<file path="src/rtl/add_num_seq_if.sv">
// CCI-P c0 (read) and c1 (write) channel bundle between the add-numbers
// sequencer (master) and the host channel mux (slave).
interface add_num_seq_if;
    localparam int unsigned ADDR_W = 42;
    localparam int unsigned TAG_W  = 16;
    localparam int unsigned LINE_W = 512;

    logic              c0_req_valid;
    logic [ADDR_W-1:0] c0_req_addr;
    logic [TAG_W-1:0]  c0_req_mdata;
    logic              c0_alm_full;
    logic              c0_rsp_valid;
    logic [TAG_W-1:0]  c0_rsp_mdata;
    logic [LINE_W-1:0] c0_rsp_data;

    logic              c1_req_valid;
    logic [ADDR_W-1:0] c1_req_addr;
    logic              c1_req_sop;
    logic [LINE_W-1:0] c1_req_data;
    logic              c1_alm_full;
    logic              c1_rsp_valid;

    modport master (
        output c0_req_valid, c0_req_addr, c0_req_mdata,
        input  c0_alm_full, c0_rsp_valid, c0_rsp_mdata, c0_rsp_data,
        output c1_req_valid, c1_req_addr, c1_req_sop, c1_req_data,
        input  c1_alm_full, c1_rsp_valid
    );

    modport slave (
        input  c0_req_valid, c0_req_addr, c0_req_mdata,
        output c0_alm_full, c0_rsp_valid, c0_rsp_mdata, c0_rsp_data,
        input  c1_req_valid, c1_req_addr, c1_req_sop, c1_req_data,
        output c1_alm_full, c1_rsp_valid
    );
endinterface

</file>
<file path="src/rtl/add_num_seq.sv">
// Add-numbers AFU sequencer: per line, one c0 read, add two bytes of the
// returned line, one c1 write of the 9-bit sum, wait for the ack.
// Optional response timeout enabled by defining ADD_NUM_SEQ_TIMEOUT_EN.
module add_num_seq #(
    parameter int unsigned OPA_LSB        = 8,
    parameter int unsigned OPB_LSB        = 16,
    parameter int unsigned TIMEOUT_CYCLES = 4096
) (
    input  logic          clk,
    input  logic          reset_n,
    input  logic          start,
    input  logic [41:0]   src_addr,
    input  logic [41:0]   dst_addr,
    input  logic [15:0]   num_lines,
    output logic          busy,
    output logic          done,
    output logic          error,
    output logic [15:0]   lines_done,
    add_num_seq_if.master bus
);
    localparam int unsigned ADDR_W = 42;
    localparam int unsigned CNT_W  = 16;
    localparam int unsigned LINE_W = 512;
    localparam int unsigned OP_W   = 8;
    localparam int unsigned SUM_W  = 9;
    localparam int unsigned TMR_W  = 32;

    typedef enum logic [2:0] {
        IDLE    = 3'd0,
        RD_REQ  = 3'd1,
        RD_WAIT = 3'd2,
        WR_REQ  = 3'd3,
        WR_WAIT = 3'd4
    } state_t;

    state_t              state_q, state_d;
    logic [ADDR_W-1:0]   src_base_q, src_base_d;
    logic [ADDR_W-1:0]   dst_base_q, dst_base_d;
    logic [CNT_W-1:0]    num_lines_q, num_lines_d;
    logic [CNT_W-1:0]    idx_q, idx_d;
    logic [CNT_W-1:0]    lines_done_q, lines_done_d;
    logic                busy_q, busy_d;
    logic                done_q, done_d;
    logic                error_q, error_d;
    logic                c0_req_valid_q, c0_req_valid_d;
    logic [ADDR_W-1:0]   c0_req_addr_q, c0_req_addr_d;
    logic [CNT_W-1:0]    c0_req_mdata_q, c0_req_mdata_d;
    logic                c1_req_valid_q, c1_req_valid_d;
    logic                c1_req_sop_q, c1_req_sop_d;
    logic [ADDR_W-1:0]   c1_req_addr_q, c1_req_addr_d;
    logic [LINE_W-1:0]   c1_req_data_q, c1_req_data_d;
    logic [SUM_W-1:0]    sum;
    logic                last_line;
`ifdef ADD_NUM_SEQ_TIMEOUT_EN
    logic [TMR_W-1:0]    timer_q, timer_d;
`else
    logic                unused_timeout_cfg;
    // Timeout limit has no effect in this build.
    assign unused_timeout_cfg = ^TMR_W'(TIMEOUT_CYCLES);
`endif

    // Next-state and next-value logic for every register.
    always_comb begin
        state_d        = state_q;
        src_base_d     = src_base_q;
        dst_base_d     = dst_base_q;
        num_lines_d    = num_lines_q;
        idx_d          = idx_q;
        lines_done_d   = lines_done_q;
        busy_d         = busy_q;
        done_d         = 1'b0;
        error_d        = error_q;
        c0_req_valid_d = 1'b0;
        c0_req_addr_d  = c0_req_addr_q;
        c0_req_mdata_d = c0_req_mdata_q;
        c1_req_valid_d = 1'b0;
        c1_req_sop_d   = 1'b0;
        c1_req_addr_d  = c1_req_addr_q;
        c1_req_data_d  = c1_req_data_q;
        sum            = SUM_W'(bus.c0_rsp_data[OPA_LSB +: OP_W])
                       + SUM_W'(bus.c0_rsp_data[OPB_LSB +: OP_W]);
        last_line      = (CNT_W'(idx_q + CNT_W'(1)) == num_lines_q);
`ifdef ADD_NUM_SEQ_TIMEOUT_EN
        timer_d        = timer_q;
`endif

        case (state_q)
            IDLE: begin
                if (start) begin
                    src_base_d   = src_addr;
                    dst_base_d   = dst_addr;
                    num_lines_d  = num_lines;
                    idx_d        = '0;
                    lines_done_d = '0;
                    error_d      = 1'b0;
                    if (num_lines == '0) begin
                        done_d = 1'b1;
                    end else begin
                        busy_d  = 1'b1;
                        state_d = RD_REQ;
                    end
                end
            end
            RD_REQ: begin
                if (!bus.c0_alm_full) begin
                    c0_req_valid_d = 1'b1;
                    c0_req_addr_d  = src_base_q + ADDR_W'(idx_q);
                    c0_req_mdata_d = idx_q;
                    state_d        = RD_WAIT;
                end
            end
            RD_WAIT: begin
                // Responses carrying another line's tag are dropped.
                if (bus.c0_rsp_valid && (bus.c0_rsp_mdata == idx_q)) begin
                    c1_req_data_d = LINE_W'(sum);
                    state_d       = WR_REQ;
                end
            end
            WR_REQ: begin
                if (!bus.c1_alm_full) begin
                    c1_req_valid_d = 1'b1;
                    c1_req_sop_d   = 1'b1;
                    c1_req_addr_d  = dst_base_q + ADDR_W'(idx_q);
                    state_d        = WR_WAIT;
                end
            end
            WR_WAIT: begin
                if (bus.c1_rsp_valid) begin
                    lines_done_d = CNT_W'(lines_done_q + CNT_W'(1));
                    if (last_line) begin
                        done_d  = 1'b1;
                        busy_d  = 1'b0;
                        state_d = IDLE;
                    end else begin
                        idx_d   = CNT_W'(idx_q + CNT_W'(1));
                        state_d = RD_REQ;
                    end
                end
            end
            default: begin
                state_d = IDLE;
                busy_d  = 1'b0;
            end
        endcase

`ifdef ADD_NUM_SEQ_TIMEOUT_EN
        // Timer is zero on entry to a wait state and aborts the job on expiry.
        if (((state_q == RD_WAIT) || (state_q == WR_WAIT)) && (state_d == state_q)) begin
            if (timer_q == TMR_W'(TIMEOUT_CYCLES - 1)) begin
                error_d = 1'b1;
                done_d  = 1'b1;
                busy_d  = 1'b0;
                state_d = IDLE;
                timer_d = '0;
            end else begin
                timer_d = TMR_W'(timer_q + TMR_W'(1));
            end
        end else begin
            timer_d = '0;
        end
`endif
    end

    // State register.
    always_ff @(posedge clk) begin
        if (!reset_n) begin
            state_q <= IDLE;
        end else begin
            state_q <= state_d;
        end
    end

    // Job context and registered outputs.
    always_ff @(posedge clk) begin
        if (!reset_n) begin
            src_base_q     <= '0;
            dst_base_q     <= '0;
            num_lines_q    <= '0;
            idx_q          <= '0;
            lines_done_q   <= '0;
            busy_q         <= 1'b0;
            done_q         <= 1'b0;
            error_q        <= 1'b0;
            c0_req_valid_q <= 1'b0;
            c0_req_addr_q  <= '0;
            c0_req_mdata_q <= '0;
            c1_req_valid_q <= 1'b0;
            c1_req_sop_q   <= 1'b0;
            c1_req_addr_q  <= '0;
            c1_req_data_q  <= '0;
`ifdef ADD_NUM_SEQ_TIMEOUT_EN
            timer_q        <= '0;
`endif
        end else begin
            src_base_q     <= src_base_d;
            dst_base_q     <= dst_base_d;
            num_lines_q    <= num_lines_d;
            idx_q          <= idx_d;
            lines_done_q   <= lines_done_d;
            busy_q         <= busy_d;
            done_q         <= done_d;
            error_q        <= error_d;
            c0_req_valid_q <= c0_req_valid_d;
            c0_req_addr_q  <= c0_req_addr_d;
            c0_req_mdata_q <= c0_req_mdata_d;
            c1_req_valid_q <= c1_req_valid_d;
            c1_req_sop_q   <= c1_req_sop_d;
            c1_req_addr_q  <= c1_req_addr_d;
            c1_req_data_q  <= c1_req_data_d;
`ifdef ADD_NUM_SEQ_TIMEOUT_EN
            timer_q        <= timer_d;
`endif
        end
    end

    assign busy             = busy_q;
    assign done             = done_q;
    assign error            = error_q;
    assign lines_done       = lines_done_q;
    assign bus.c0_req_valid = c0_req_valid_q;
    assign bus.c0_req_addr  = c0_req_addr_q;
    assign bus.c0_req_mdata = c0_req_mdata_q;
    assign bus.c1_req_valid = c1_req_valid_q;
    assign bus.c1_req_sop   = c1_req_sop_q;
    assign bus.c1_req_addr  = c1_req_addr_q;
    assign bus.c1_req_data  = c1_req_data_q;
endmodule

</file>
<file path="src/flat_wrapper.sv">
// flat-port wrapper written by rule: the top's interface ports become plain ports
module add_num_seq_flat 
#(
    parameter int unsigned OPA_LSB        = 8,
    parameter int unsigned OPB_LSB        = 16,
    parameter int unsigned TIMEOUT_CYCLES = 4096
)
  (clk, reset_n, start, src_addr, dst_addr, num_lines, busy, done, error, lines_done, bus_c0_req_valid, bus_c0_req_addr, bus_c0_req_mdata, bus_c0_alm_full, bus_c0_rsp_valid, bus_c0_rsp_mdata, bus_c0_rsp_data, bus_c1_req_valid, bus_c1_req_addr, bus_c1_req_sop, bus_c1_req_data, bus_c1_alm_full, bus_c1_rsp_valid);
  add_num_seq_if bus_i ();
  input  logic clk;
  input  logic reset_n;
  input  logic start;
  input  logic [41:0] src_addr;
  input  logic [41:0] dst_addr;
  input  logic [15:0] num_lines;
  output logic busy;
  output logic done;
  output logic error;
  output logic [15:0] lines_done;
  output wire logic [$bits(bus_i.c0_req_valid)-1:0] bus_c0_req_valid;
  output wire logic [$bits(bus_i.c0_req_addr)-1:0] bus_c0_req_addr;
  output wire logic [$bits(bus_i.c0_req_mdata)-1:0] bus_c0_req_mdata;
  input wire logic [$bits(bus_i.c0_alm_full)-1:0] bus_c0_alm_full;
  input wire logic [$bits(bus_i.c0_rsp_valid)-1:0] bus_c0_rsp_valid;
  input wire logic [$bits(bus_i.c0_rsp_mdata)-1:0] bus_c0_rsp_mdata;
  input wire logic [$bits(bus_i.c0_rsp_data)-1:0] bus_c0_rsp_data;
  output wire logic [$bits(bus_i.c1_req_valid)-1:0] bus_c1_req_valid;
  output wire logic [$bits(bus_i.c1_req_addr)-1:0] bus_c1_req_addr;
  output wire logic [$bits(bus_i.c1_req_sop)-1:0] bus_c1_req_sop;
  output wire logic [$bits(bus_i.c1_req_data)-1:0] bus_c1_req_data;
  input wire logic [$bits(bus_i.c1_alm_full)-1:0] bus_c1_alm_full;
  input wire logic [$bits(bus_i.c1_rsp_valid)-1:0] bus_c1_rsp_valid;
  assign bus_c0_req_valid = bus_i.c0_req_valid;
  assign bus_c0_req_addr = bus_i.c0_req_addr;
  assign bus_c0_req_mdata = bus_i.c0_req_mdata;
  assign bus_i.c0_alm_full = bus_c0_alm_full;
  assign bus_i.c0_rsp_valid = bus_c0_rsp_valid;
  assign bus_i.c0_rsp_mdata = bus_c0_rsp_mdata;
  assign bus_i.c0_rsp_data = bus_c0_rsp_data;
  assign bus_c1_req_valid = bus_i.c1_req_valid;
  assign bus_c1_req_addr = bus_i.c1_req_addr;
  assign bus_c1_req_sop = bus_i.c1_req_sop;
  assign bus_c1_req_data = bus_i.c1_req_data;
  assign bus_i.c1_alm_full = bus_c1_alm_full;
  assign bus_i.c1_rsp_valid = bus_c1_rsp_valid;
  add_num_seq #(.OPA_LSB(OPA_LSB), .OPB_LSB(OPB_LSB), .TIMEOUT_CYCLES(TIMEOUT_CYCLES)) u_core (.clk(clk), .reset_n(reset_n), .start(start), .src_addr(src_addr), .dst_addr(dst_addr), .num_lines(num_lines), .busy(busy), .done(done), .error(error), .lines_done(lines_done), .bus(bus_i));
endmodule
</file>
<file path="config.mk">
export PLATFORM = sky130hd
export DESIGN_NAME = add_num_seq_flat
export DESIGN_NICKNAME = d
export VERILOG_FILES = /design/src/rtl/add_num_seq_if.sv /design/src/rtl/add_num_seq.sv /design/src/flat_wrapper.sv
export SDC_FILE = /design/constraint.sdc
export NUM_CORES = 1
export LEC_CHECK = 0
export ABC_CLOCK_PERIOD_IN_PS = 3900
export CORE_AREA = 2 2 493 495
export DETAILED_ROUTE_END_ITERATION = 10
export DIE_AREA = 0 0 495 497
export PLACE_DENSITY = 0.3
export SYNTH_ARGS = -nofsm -noshare
export SYNTH_HDL_FRONTEND = slang
export SYNTH_SLANG_ARGS = --single-unit
</file>
<file path="constraint.sdc">
create_clock -name clk -period 3.9 [get_ports clk]
set_clock_uncertainty 0.2 [all_clocks]
set_input_delay 0.585 -clock clk [delete_from_list [all_inputs] [get_ports clk]]
set_output_delay 0.585 -clock clk [all_outputs]
set_load 0.01 [all_outputs]
</file>
### Word-level counts from Yosys, hierarchy flattened

Index checks and enable logic that the tools add are counted.

| cells by class | value |
|---|---|
| bitwise gates (word level) | 3 |
| shift-type cells | 0 |
| add/subtract/negate cells | 5 |
| reduce and logical (&&, ||, !) cells | 15 |
| mux-type cells | 26 |
| multiply operators | 0 |
| eq/ne operators | 14 |
| div/mod/pow operators | 0 |
| $lt $le $gt $ge | 0 |

Operator list:

| cell | number |
|---|---|
| 42-bit by 16-bit adder with 42-bit output | 2 |
| 16-bit two-way mux | 4 |
| 16-bit one-hot mux with 2 select lines | 2 |
| 16-bit by 1-bit adder with 16-bit output, second input constant | 2 |
| 16-bit equality test | 2 |
| 3-bit two-way mux | 6 |
| 16-bit logical NOT | 1 |
| 3-bit one-hot mux with 5 select lines | 1 |
| 2-bit inequality test, second input constant | 6 |
| 2-bit AND reduction | 6 |
| 1-bit two-way mux | 11 |
| 8-bit by 8-bit adder with 9-bit output | 1 |
| 3-bit by 2-bit equality test with 1-bit output, second input constant | 2 |
| 6-bit AND reduction | 1 |
| 5-bit AND reduction | 1 |
| 2-bit by 1-bit inequality test with 1-bit output, second input constant | 2 |
| 4-bit AND reduction | 1 |
| 3-bit by 1-bit equality test with 1-bit output, second input constant | 1 |
| 3-bit equality test, second input constant | 1 |
| 3-bit logical NOT | 1 |
| 1-bit inverter | 3 |
| 1-bit one-hot mux with 3 select lines | 1 |
| 3-bit AND reduction | 1 |
| 3-bit OR reduction | 1 |
| 3 further kinds | 3 |

| storage, ports and cells | value |
|---|---|
| latch bits | 0 |
| memory bits (read-only) | 0 |
| flip-flop bits (word level) | 248 |
| output and inout port bits | 634 |
| memories kept | 0 |
| input port bits | 635 |
| RAM bits | 0 |
| logic and storage cells | 77 |

### Depth between registers and ports, before layout

| logic depth | value |
|---|---|
| word-level depth | 5 |
| depth in mapped cells | 12 |
| mapped depth without buffers | 11 |

### Worst setup path after synthesis

Ideal clock, no wire load.

| path | value |
|---|---|
| path kind | register to register |
| from | register u_core.idx_q[1] |
| to | register u_core.c1_req_addr_q[26] (netlist: u_core.bus.c1_req_addr[26]) |
| path buffers | 0 |
| period minus slack after synthesis | 2990 ps |
| setup time | 74 ps |
| stages on the path, launching flop included | 11 |
| path slack | 910 ps |
| arrival time | 2716 ps |
| required time | 3626 ps |
| cells stage by stage | dfxtp_1 > inv_1 > fa_1 > nor2b_1 > o21ai_0 > a21boi_0 > o31ai_1 > a211oi_2 > nor2_1 > or3_1 > a31oi_1 |

| on the way | value |
|---|---|
| cells in the longest elaborated chain, start to end | 1 |

Ends and longest elaborated chain:

| element | RTL line | RTL |
|---|---|---|
| start: declaration | add_num_seq.sv:40 | `logic [CNT_W-1:0] idx_q, idx_d;` |
| start signal: assignment | add_num_seq.sv:198 | `idx_q <= idx_d;` |
| 42-bit by 16-bit adder with 42-bit output | add_num_seq.sv:123 | `c1_req_addr_d = dst_base_q + ADDR_W'(idx_q);` |
| end signal: assignment | add_num_seq.sv:208 | `c1_req_addr_q <= c1_req_addr_d;` |
| end: declaration | add_num_seq.sv:50 | `logic [ADDR_W-1:0] c1_req_addr_q, c1_req_addr_d;` |

No other way between the ends.
A chain may end at the register's enable or synchronous reset.

### Worst setup path in the final report

| path | value |
|---|---|
| from | register u_core.idx_q[8] |
| to | register u_core.c1_req_addr_q[41] (netlist: u_core.bus.c1_req_addr[41]) |

The elaborated chain is that of the path after synthesis.

==> results.json <==
{
  "status": "finished clean",
  "firstDrtPassIters": 4,
  "synth.area.mux_share_pct": 0.686,
  "critPathSlowestCell": "a2111o_1",
  "critical_path.max_stage_delay_ns": 0.53,
  "setup_viol": 0,
  "worst_pin_slew_ns": 0.955,
  "grt.total_usage_pct": 6.35,
  "antenna_found_initial": 52,
  "synth-edff-count": 0,
  "clkSinkCount": 248,
  "die_width_um": 495,
  "dp_hpwl_um": 65500,
  "root_buffer": "clkbuf_16",
  "place_area_sq_um": 21400,
  "via_per_inst": 2.51,
  "finalHoldViolations": 0,
  "synth_area_leaders": "dfxtp_1 (30%), buf_4 (23%), nand2_1 (7.5%), a21oi_1 (6.8%), xnor2_1 (3.6%)",
  "finalWirelength_um": 81400,
  "synth-xor-area-share_pct": 6.19,
  "gp_congestion": 0.753,
  "layout_common_cells": "conb_1 (504), nand2_1 (328), clkdlybuf4s50_1 (267), dfxtp_1 (248), a21oi_1 (221)",
  "io_pins": 1269,
  "grt_pass1_vias": 12800,
  "clkTransAtPathRegs_ns": 0.06,
  "hold_buffers": 0,
  "final_common_cell": "conb_1",
  "critPathLaunchType": "flop",
  "die_h_um": 497,
  "coreArea_sq_um": 240000,
  "layout-drive-gt1-share_pct": 7.05,
  "cp_cell_sequence": "ha_1 -> nand4_1 -> nor4_1 -> o31ai_1 -> buf_4 -> a2111o_1 -> a21oi_4 -> nand3_2 -> xor2_1 -> a21oi_1",
  "grt_pass1_wl_um": 108000,
  "yosys.area.top_type": "dfxtp_1",
  "synth_ff_type": "dfxtp_1",
  "yosys_warnings": 0,
  "cp_max_fo": 7,
  "path_class": "reg -> reg",
  "seq_area_sq_um": 4960,
  "min_path_type": "in -> reg",
  "layout.nets": 3060,
  "crit_buf_inv": 1,
  "design_area_sq_um": 22900,
  "drt_iter0_drc": 552,
  "tritoncts": "done",
  "portBuffers": 268,
  "place_ws_ns": -0.470,
  "finalMaxSlewViolations": 0,
  "powerDensity_nw_per_um2": 355,
  "route.detailed.drc": 0,
  "synth_top_area_share_pct": 30.2,
  "fillCellCount": 28000,
  "syn_area_sq_um": 16400,
  "cts_buffers": 40,
  "fin_cells": 5606,
  "synth_cell_types": 76,
  "grt_overflow": 0,
  "synth.avg_cell_area_sq_um": 7.81,
  "fin_crit_sh_pct": 94.1,
  "synth-simple-area-share_pct": 17.1,
  "min_period_ns": 3.67,
  "cp.arrival_ns": 3.99,
  "synth-seq-cells": 248,
  "vias": 14100,
  "hold_slack_ns": 0.215,
  "syn2layout_area_growth_pct": 39.7,
  "crit_family": "compound AO/OA/AOI/OAI gates",
  "postSynthCellCount": 2103,
  "die_area_sq_um": 246000,
  "synthAdderAreaFrac_pct": 3.57,
  "max_freq_mhz": 273,
  "async_flop_share_pct": 0,
  "rsz0062_at_grt": "no",
  "cts_buffer_depth": 3,
  "crit_required_ns": 4.23,
  "drv_cap": 0,
  "worstSkewPairLatency_ns": 0.62,
  "fin_ws_ns": 0.231,
  "ir_drop_mv": 0.263,
  "grt_max_degree": 102,
  "synth-compound-area-share_pct": 15.4,
  "place_inst": 5523,
  "synth_top_family_by_area": "buffers and inverters",
  "wl_per_cell_um": 14.5,
  "ant_nets": 0,
  "maxSlewHeadroom_pct": 36.2,
  "htree_levels": 2,
  "multi_input_comb_area_sq_um": 9000,
  "initial_core_util_pct": 6.84,
  "seq_area_frac_synth_pct": 30.2,
  "row_count": 180,
  "cellLeakagePower_nw": 8.20,
  "cp-end-kind": "flop"
}
## final cells by class
class                   instances  share of cell area, %
inverters                      38                  0.643
diodes                         10                  0.109
clock buffers                  53                   4.84
well taps                    3185                   17.4
flip-flops and latches        248                   21.6
clock inverters                20                   1.83
multi-input cells            1712                   39.2
repair buffers                340                   14.4
## power by group
group	switching [mW]	total (mW)	leakage, nW	internal [mW]
Combinational	0.701	1.07	5.44	0.369
Clock	1.53	4.33	0.739	2.80
Sequential	0.102	2.75	2.02	2.65
## metrics by stage
stage	power [mW]	TNS (ns)	utilization, %
3_3_place_gp	3.90	-0.493	8.90
5_1_grt	8.58	0	9.55
4_1_cts	8.39	0	9.54
6_report	8.15	0	9.56
3_5_place_dp	3.89	-0.470	8.90
2_1_floorplan	3.79	0	-
## per-layer routing
layer / share of wire (%) / up-vias / global-route usage [%]
met3: 9.6 / 160 / 2.32
met5: 0.084 / - / 0
met2: 48 / 792 / 11.1
met4: 3.9 / 12 / 2.41
li1: - / 6662 / -
met1: 38 / 6463 / 6.98
## cell families after synthesis
kind of cell	Yosys count
simple gates	605
buf+inv	646
other cells	1
fa+ha+maj	45
xor+xnor	116
flops	248
compound gates	431
mux	11
## synth_stat cells, types with 4 or more instances
cell type,instances
dfxtp_1,248
inv_1,37
nand2b_1,11
nand3_1,56
nand4_1,18
buf_6,5
a211o_1,4
nor3_1,21
o31a_1,4
o21bai_1,5
a31oi_1,16
nand2_1,328
xor2_1,48
buf_1,10
and3_1,20
nor3b_1,8
a21o_1,18
and2_1,4
mux2i_1,9
or3_1,9
buf_4,513
nor2_1,70
nor4_1,14
o21ai_0,85
or4_1,5
a211oi_1,12
and4_1,9
o21a_1,5
o2111ai_1,5
clkbuf_1,75
o31ai_1,7
o211ai_1,10
a2111oi_0,4
ha_1,42
xnor2_1,68
a21oi_1,222
nor2b_1,10
buf_2,5
## registers in the layout (all words and copies together), names as in the netlist, 3 cells and up
signal                   flops
u_core.dst_base_q           42
u_core.lines_done           16
u_core.bus.c0_req_mdata     16
u_core.bus.c1_req_addr      42
u_core.bus.c0_req_addr      42
u_core.num_lines_q          16
u_core.state_q               3
u_core.bus.c1_req_data       9
u_core.idx_q                16
u_core.src_base_q           42
## tightest hold or removal path: cells and delay by family
kind	cells	cell delay [ns]
buf+inv	1	0.21
compound gates	2	0.17
## repair_timing
item / CTS / global route
gates cloned: 0 / 0
setup endpoints to repair: 1 / 3
hold endpoints to repair: 0 / 0
setup buffers: 0 / 0
resized for setup: 2 / 2
## final timing paths
path | to | start | cells past startpoint | slack (ns)
setup / recovery | u_core.bus.c1_req_addr[41] | u_core.idx_q[8] | 10 | 0.23
hold / removal | u_core.bus.c0_req_addr[26] | reset_n | 3 | 0.21
setup reg to reg | u_core.bus.c1_req_addr[41] | u_core.idx_q[8] | 10 | 0.23
hold reg to reg | u_core.bus.c0_req_addr[4] | u_core.bus.c0_req_addr[4] | 2 | 0.25
(Power assumes the default switching activity.)
